==> config.mk <==
export PLATFORM = sky130hd
export DESIGN_NAME = accelbrot_com_block_arb
export DESIGN_NICKNAME = d
export VERILOG_FILES = /design/src/rtl/accelbrot_com_block_arb.sv
export SDC_FILE = /design/constraint.sdc
export NUM_CORES = 1
export LEC_CHECK = 0
export BUFFER_PORTS_ARGS = -buffer_cell sky130_fd_sc_hd__buf_2
export CAP_MARGIN = 15
export CORE_AREA = 2 2 538 540
export CTS_BUF_LIST = sky130_fd_sc_hd__clkbuf_16
export DETAILED_ROUTE_END_ITERATION = 12
export DIE_AREA = 0 0 540 542
export HOLD_SLACK_MARGIN = 0.12
export SYNTH_ARGS = -nofsm -noshare
export SYNTH_HDL_FRONTEND = slang
export SYNTH_SLANG_ARGS = --single-unit
==> constraint.sdc <==
create_clock -name clk -period 2.65 [get_ports clk]
set_clock_uncertainty 0.15 [all_clocks]
set_input_delay 0.53 -clock clk [delete_from_list [all_inputs] [get_ports clk]]
set_output_delay 0.53 -clock clk [all_outputs]
set_load 0.02 [all_outputs]
==> src/rtl/accelbrot_com_block_arb.sv <==
// Block arbiter that picks one requester and loads its block into the word serializer.
// Define ACCELBROT_COM_ARB_RR_EN for round-robin grant; the default build uses fixed priority.
module accelbrot_com_block_arb #(
    parameter int NREQ   = 4,
    parameter int NWORDS = 8,
    parameter int WWIDTH = 34,
    parameter int GAP    = 0,
    localparam int BWIDTH = NWORDS * WWIDTH,
    localparam int SRC_W  = (NREQ > 1) ? $clog2(NREQ) : 1
) (
    input  logic                     clk,
    input  logic                     rst,
    input  logic [NREQ-1:0]          req_valid,
    input  logic [NREQ*BWIDTH-1:0]   req_block,
    output logic [NREQ-1:0]          req_ready,
    output logic [BWIDTH-1:0]        blk_out,
    output logic                     blk_valid,
    output logic [SRC_W-1:0]         blk_src,
    output logic                     busy
);

    // state | meaning
    // IDLE  | waiting for a valid requester, grants combinationally
    // BUSY  | serializer draining the last block (plus gap), no grants

    localparam int              CNT_W    = $clog2(NWORDS + GAP);
    localparam logic [CNT_W-1:0] CNT_LOAD = CNT_W'(NWORDS + GAP - 2);

    typedef enum logic {
        IDLE = 1'b0,
        BUSY = 1'b1
    } state_t;

    state_t             state_q, state_d;
    logic [CNT_W-1:0]   cnt_q, cnt_d;
    logic [BWIDTH-1:0]  blk_q, blk_d;
    logic [SRC_W-1:0]   src_q, src_d;
    logic               valid_q, valid_d;

`ifdef ACCELBROT_COM_ARB_RR_EN
    // Holds the index where the next search begins (last grant + 1), so reset value 0
    // makes the very first search start at requester 0.
    logic [SRC_W-1:0]   ptr_q, ptr_d;
`endif

    logic               any_valid;
    logic               accept;
    logic [SRC_W-1:0]   gnt_idx;
    logic [NREQ-1:0]    gnt_oh;
    logic [BWIDTH-1:0]  sel_blk;

    always_comb begin : grant_select
`ifdef ACCELBROT_COM_ARB_RR_EN
        int dist;
        int best_dist;
        dist      = 0;
        best_dist = NREQ;
`endif
        gnt_idx   = '0;
        any_valid = |req_valid;
`ifdef ACCELBROT_COM_ARB_RR_EN
        for (int i = 0; i < NREQ; i++) begin
            if (req_valid[i]) begin
                dist = i - int'(ptr_q);
                if (dist < 0) dist = dist + NREQ;
                if (dist < best_dist) begin
                    best_dist = dist;
                    gnt_idx   = SRC_W'(i);
                end
            end
        end
`else
        for (int i = NREQ - 1; i >= 0; i--) begin
            if (req_valid[i]) gnt_idx = SRC_W'(i);
        end
`endif
        gnt_oh  = '0;
        sel_blk = '0;
        for (int i = 0; i < NREQ; i++) begin
            gnt_oh[i] = any_valid && (gnt_idx == SRC_W'(i));
            if (gnt_oh[i]) sel_blk = req_block[i*BWIDTH +: BWIDTH];
        end
    end

    assign accept    = (state_q == IDLE) && any_valid && !rst;
    assign req_ready = accept ? gnt_oh : '0;

    always_comb begin : next_state
        state_d = state_q;
        cnt_d   = cnt_q;
        blk_d   = blk_q;
        src_d   = src_q;
        valid_d = 1'b0;
`ifdef ACCELBROT_COM_ARB_RR_EN
        ptr_d   = ptr_q;
`endif
        case (state_q)
            IDLE: begin
                if (accept) begin
                    state_d = BUSY;
                    cnt_d   = CNT_LOAD;
                    blk_d   = sel_blk;
                    src_d   = gnt_idx;
                    valid_d = 1'b1;
`ifdef ACCELBROT_COM_ARB_RR_EN
                    ptr_d   = (gnt_idx == SRC_W'(NREQ - 1)) ? '0 : gnt_idx + 1'b1;
`endif
                end
            end
            BUSY: begin
                if (cnt_q == '0) state_d = IDLE;
                else             cnt_d   = cnt_q - 1'b1;
            end
            default: state_d = IDLE;
        endcase
    end

    always_ff @(posedge clk) begin
        if (rst) begin
            state_q <= IDLE;
            cnt_q   <= '0;
            blk_q   <= '0;
            src_q   <= '0;
            valid_q <= 1'b0;
`ifdef ACCELBROT_COM_ARB_RR_EN
            ptr_q   <= '0;
`endif
        end else begin
            state_q <= state_d;
            cnt_q   <= cnt_d;
            blk_q   <= blk_d;
            src_q   <= src_d;
            valid_q <= valid_d;
`ifdef ACCELBROT_COM_ARB_RR_EN
            ptr_q   <= ptr_d;
`endif
        end
    end

    assign blk_out   = blk_q;
    assign blk_valid = valid_q;
    assign blk_src   = src_q;
    assign busy      = (state_q == BUSY);

endmodule
# Word-level counts from Yosys, hierarchy flattened
# Cells that the tools add are included.
# totals
reg_bits	279
out_inout_bits	280
word_cells	40
# classes
bitwise_logic	1
reduce_logical	13
addsub	1
eq_ne	5
mux	15
# op_table
cell	count
$mux W272	4
$mux W2	4
$logic_and A1 B1 Y1	6
$mux W3	2
$pmux W3 S2	1
$eq A2 B2 Y1 const B	2
$mux W4	1
$ne A2 B2 Y1 const B	2
$reduce_and A2 Y1	2
$reduce_or A4 Y1	1
$logic_not A3 Y1	1
$sub A3 B1 Y3 const B	1
$eq A2 B1 Y1 const B	1
$logic_not A2 Y1	1
$mux W1	2
$pmux W1 S2	1
$reduce_or A2 Y1	1
$logic_not A1 Y1	1
$not A1 Y1	1

# Depth between registers and ports, before layout
# logic_depth
depth_word	10
mapped_depth	7
depth_no_buf	5

# Worst setup path before layout
# No wires, ideal clock.
# synth_path
path_type	input-to-output
from	input req_valid[0]
to	output req_ready[0]
cell_stages	5
path_slack_ns	0.274
arrival_ns	1.696
path_buffers	3
path_cell_list	buf_6 -> buf_2 -> clkbuf_1 -> inv_1 -> nor3_1
# synth_between
elab_chain_cells	4
elab_cells_between_ends	7
classes_between	2 x mux; 5 x reduce/logical
# synth_lines
item	line_no	rtl
start: declaration	13	input logic [NREQ-1:0] req_valid,
$mux W2 / $reduce_or A4 Y1 (equally long branches)	74, 60	
$logic_not A2 Y1 / $logic_and A1 B1 Y1 (equally long branches)	80, 85	
$logic_and A1 B1 Y1 (on tied branches)	80, 85	
$mux W4 (*)	86	assign req_ready = accept ? gnt_oh : '0;
end: declaration	15	output logic [NREQ-1:0] req_ready,
# Mark *: on every way between the ends. The rest lies on a longest branch, timed or not.

# Worst setup path in the final report
# layout_path
from	input req_valid[0]
to	register blk_q[138], in the netlist blk_out[138]
# layout_between
elab_chain_cells	7
elab_cells_between_ends	17
classes_between	3 x eq/ne; 5 x mux; 9 x reduce/logical
# layout_lines
item	line_no	rtl
$mux W2	74	if (req_valid[i]) gnt_idx = SRC_W'(i);
$logic_not A2 Y1	80	gnt_oh[i] = any_valid && (gnt_idx == SRC_W'(i));
$logic_and A1 B1 Y1	80	
$mux W272 (4 in a row)	81	if (gnt_oh[i]) sel_blk = req_block[i*BWIDTH +: BWIDTH];
end signal: assignment	131	blk_q <= blk_d;
end: declaration	36	logic [BWIDTH-1:0] blk_q, blk_d;
# Parallel ways exist; a longest one is shown, timed or not.
# A chain may end at the register's enable or synchronous reset.

==> results.toml <==
[routing]
ant_nets = 0
viasPerCell = 3.93
vias = 32511
drt_wl_total_mm = 253
drt_iter0_markers = 3962
dr.pass1.iters = 5
avgRoutedWirePerCell_um = 30.6
drc = 0

[sta]
grt_setup_unrepaired = "no"
drv_slew = 0
worst_pin_slew_ps = 779
final.setup.tns_ps = 0
min_period_ps = 2570
fmax_mhz = 389
fin_crit_sh_pct = 96.9
setup_viol = 0
relSlewSlack_pct = 47.5
hold_viol = 0

[logic_synthesis]
synth_compound_area_share_pct = 49.1
ys_top_cells_by_area = "dfxtp_1 27%, a221o_1 13%, a311oi_1 11%"
syn-num-nets = 3684
synth_xor_area_share_pct = 0
avgSynthCellArea_um2 = 8.04
netlist_area_mm2 = 0.0208
muxShareOfSynthArea_pct = 0.0481
ys_seq_area_share_pct = 26.8
synth_top_family_by_area = "compound AO/OA/AOI/OAI gates"
netlist_instances = 2588
ys.flop_type = "dfxtp_1"
netlist.area_leader.share_pct = 26.8
synth.most_common_cell = "a21oi_1"
synth-async-reset-ratio_pct = 0
synth-simple-area-share_pct = 10.5
netlist-cell-type-count = 31
yosys_warnings = 0
synthAdderAreaFrac_pct = 0.120
synth_common_cells = "288 x a21oi_1, 279 x dfxtp_1, 275 x inv_1"
synth-edff-count = 0
yosysTopAreaCell = "dfxtp_1"
ys_ff_latch = 279

[place]
routabilityCongestion = 0.995
port_buffers = 1373
place_hpwl_mm = 221
dp.cells = 7633

[clock_tree]
cts.sinks = 279
clk_latency_ps = 660
clock_path_buffers = 3
cts_tree = "built"
root_buffer = "clkbuf_16"
ctsHtreeMaxLevel = 2
clk_pin_slew_ps = 80
cts-buffers-inserted = 42

[setup_path]
reg2reg_from = "busy"
end_kind = "register"
r2r-end = "blk_out[45]"
criticalPathCategory = "in2reg"
worst_setup_path_start_kind = "input pin"
worstPathArrival_ps = 3020
crit_fanout = 33
worstRegToRegCells = 6
r2r_slack_ps = 170
worstPathRequired_ps = 3100

[floorplanning]
io_pins = 1374
fp-row-count = 197
die-area_mm2 = 0.293
core_mm2 = 0.287
dieHeight_um = 542
start_util_pct = 7.26
fp.dieW_um = 540

[grt]
grt_use_total_pct = 16.4
grt_max_degree = 121
grt_pass1_wl_mm = 313
grt_pass1_vias = 29783
antenna_found_initial = 362
grt-ovfl-total = 0

[hold_path]
hold_depth = 3
holdPathEnd = "blk_out[61]"
min_from = "req_block[877]"
hp-class = "in2reg"

[finish]
layoutNonFillerInstCount = 8275
nNetsFinal = 5356
drive_gt1_share_pct = 45.7
fillCellCount = 33053
areaGrowthSynthToFinish_pct = 91.9

[flow_run]
drv_cap = 0

[power]
p_per_area_mw_per_mm2 = 468
ir_drop_mv = 0.371
p_leak_nw = 16.4

[outcome]
status = "completed"
-- sequential cells by signal, summed over array words and instances (netlist names) --
signal,flops
blk_valid,1
blk_out,272
blk_src,2
busy,1
cnt_q,3
-- through the flow --
step	worst slack, ps	hold slack [ps]	utilization, %	power [mW]	instance area (um2)
CTS	12.1	120	13.7	18.8	39300
global placement	145	315	11.9	11.5	34200
global route	38.4	144	13.9	19.4	39700
detailed placement	148	320	11.9	11.6	34200
floorplan	274	332	-	7.93	20800
finish	81.0	167	13.9	18.7	39900
-- power by group --
| group | switching [mW] | internal (mW) |
|---|---|---|
| Clock | 2.62 | 3.91 |
| Sequential | 0.407 | 4.69 |
| Combinational | 4.03 | 3.06 |
| Total | 7.05 | 11.7 |
-- worst max path at each step --
| stage | start | endpoint | slack (ps) | depth (start not counted) |
|---|---|---|---|---|
| 6_report | req_valid[0] | blk_out[138] | 80 | 8 |
| 5_1_grt | req_valid[0] | blk_out[113] | 40 | 8 |
| 4_1_cts | busy | req_ready[1] | 10 | 4 |
| 3_5_place_dp | req_valid[1] | blk_out[66] | 150 | 7 |
| 3_3_place_gp | req_valid[1] | blk_out[23] | 150 | 7 |
| 2_1_floorplan | req_valid[0] | req_ready[0] | 270 | 5 |
-- final cells by class --
| class | instances | area, um2 | share of cell area [%] |
|---|---|---|---|
| Antenna cell | 205 | 513 | 1.28 |
| Tap cell | 3781 | 4730 | 11.8 |
| Inverter | 277 | 1060 | 2.66 |
| Clock buffer | 45 | 1130 | 2.82 |
| Sequential cell | 279 | 5590 | 14.0 |
| Clock inverter | 28 | 367 | 0.918 |
| Multi-Input combinational cell | 1666 | 12400 | 31.2 |
| Timing Repair Buffer | 1994 | 14100 | 35.3 |
-- logic make-up (layout without fill, tap and decap cells) --
logic type,count (synthesis),after routing
AOI/OAI and AO/OA,1368,1368
muxes,1,1
adders and majority gates,2,2
and+or+nand+nor,295,295
DFF,279,279
buffers and inverters,643,2344
other,0,205
-- timing repair --
action,CTS,global route
hold endpoints to repair,241,0
resized for setup,0,8
endpoints found under the setup margin,0,6
setup buffers,0,1
hold buffers,361,0
-- per-layer routing --
layer	up-vias	share of wire (%)	track usage, %
li1	13582	-	-
met1	15308	36	17.9
met2	2532	42	24.9
met3	877	15	9.43
met4	212	6.5	8.81
met5	-	0.56	0
-- worst max-delay path, cell delays in order --
cell           delay (ps)
buf_12                150
buf_16                230
buf_6                 230
a21oi_1                60
a221o_1               330
dlygate4sd3_1         560
a311oi_1              250
dlygate4sd3_1         580
-- layout by cell type, fill, tap and decap left out, types with 3 or more instances in the layout --
cell type / synthesis / layout
bufinv_16: 0 / 9
a311oi_1: 273 / 273
diode_2: 0 / 205
a221o_1: 272 / 272
dlygate4sd3_1: 0 / 361
inv_1: 275 / 280
buf_4: 7 / 133
clkinv_2: 1 / 4
clkbuf_16: 0 / 47
a21oi_1: 288 / 288
buf_16: 0 / 4
a21oi_2: 260 / 260
o21ai_0: 273 / 273
nor2_1: 5 / 5
clkinv_1: 0 / 6
nor3_1: 3 / 3
and3_1: 3 / 3
nand3b_1: 272 / 272
dfxtp_1: 279 / 278
buf_2: 89 / 1369
buf_12: 0 / 122
No activity file was read; power rests on OpenSTA's default activity.
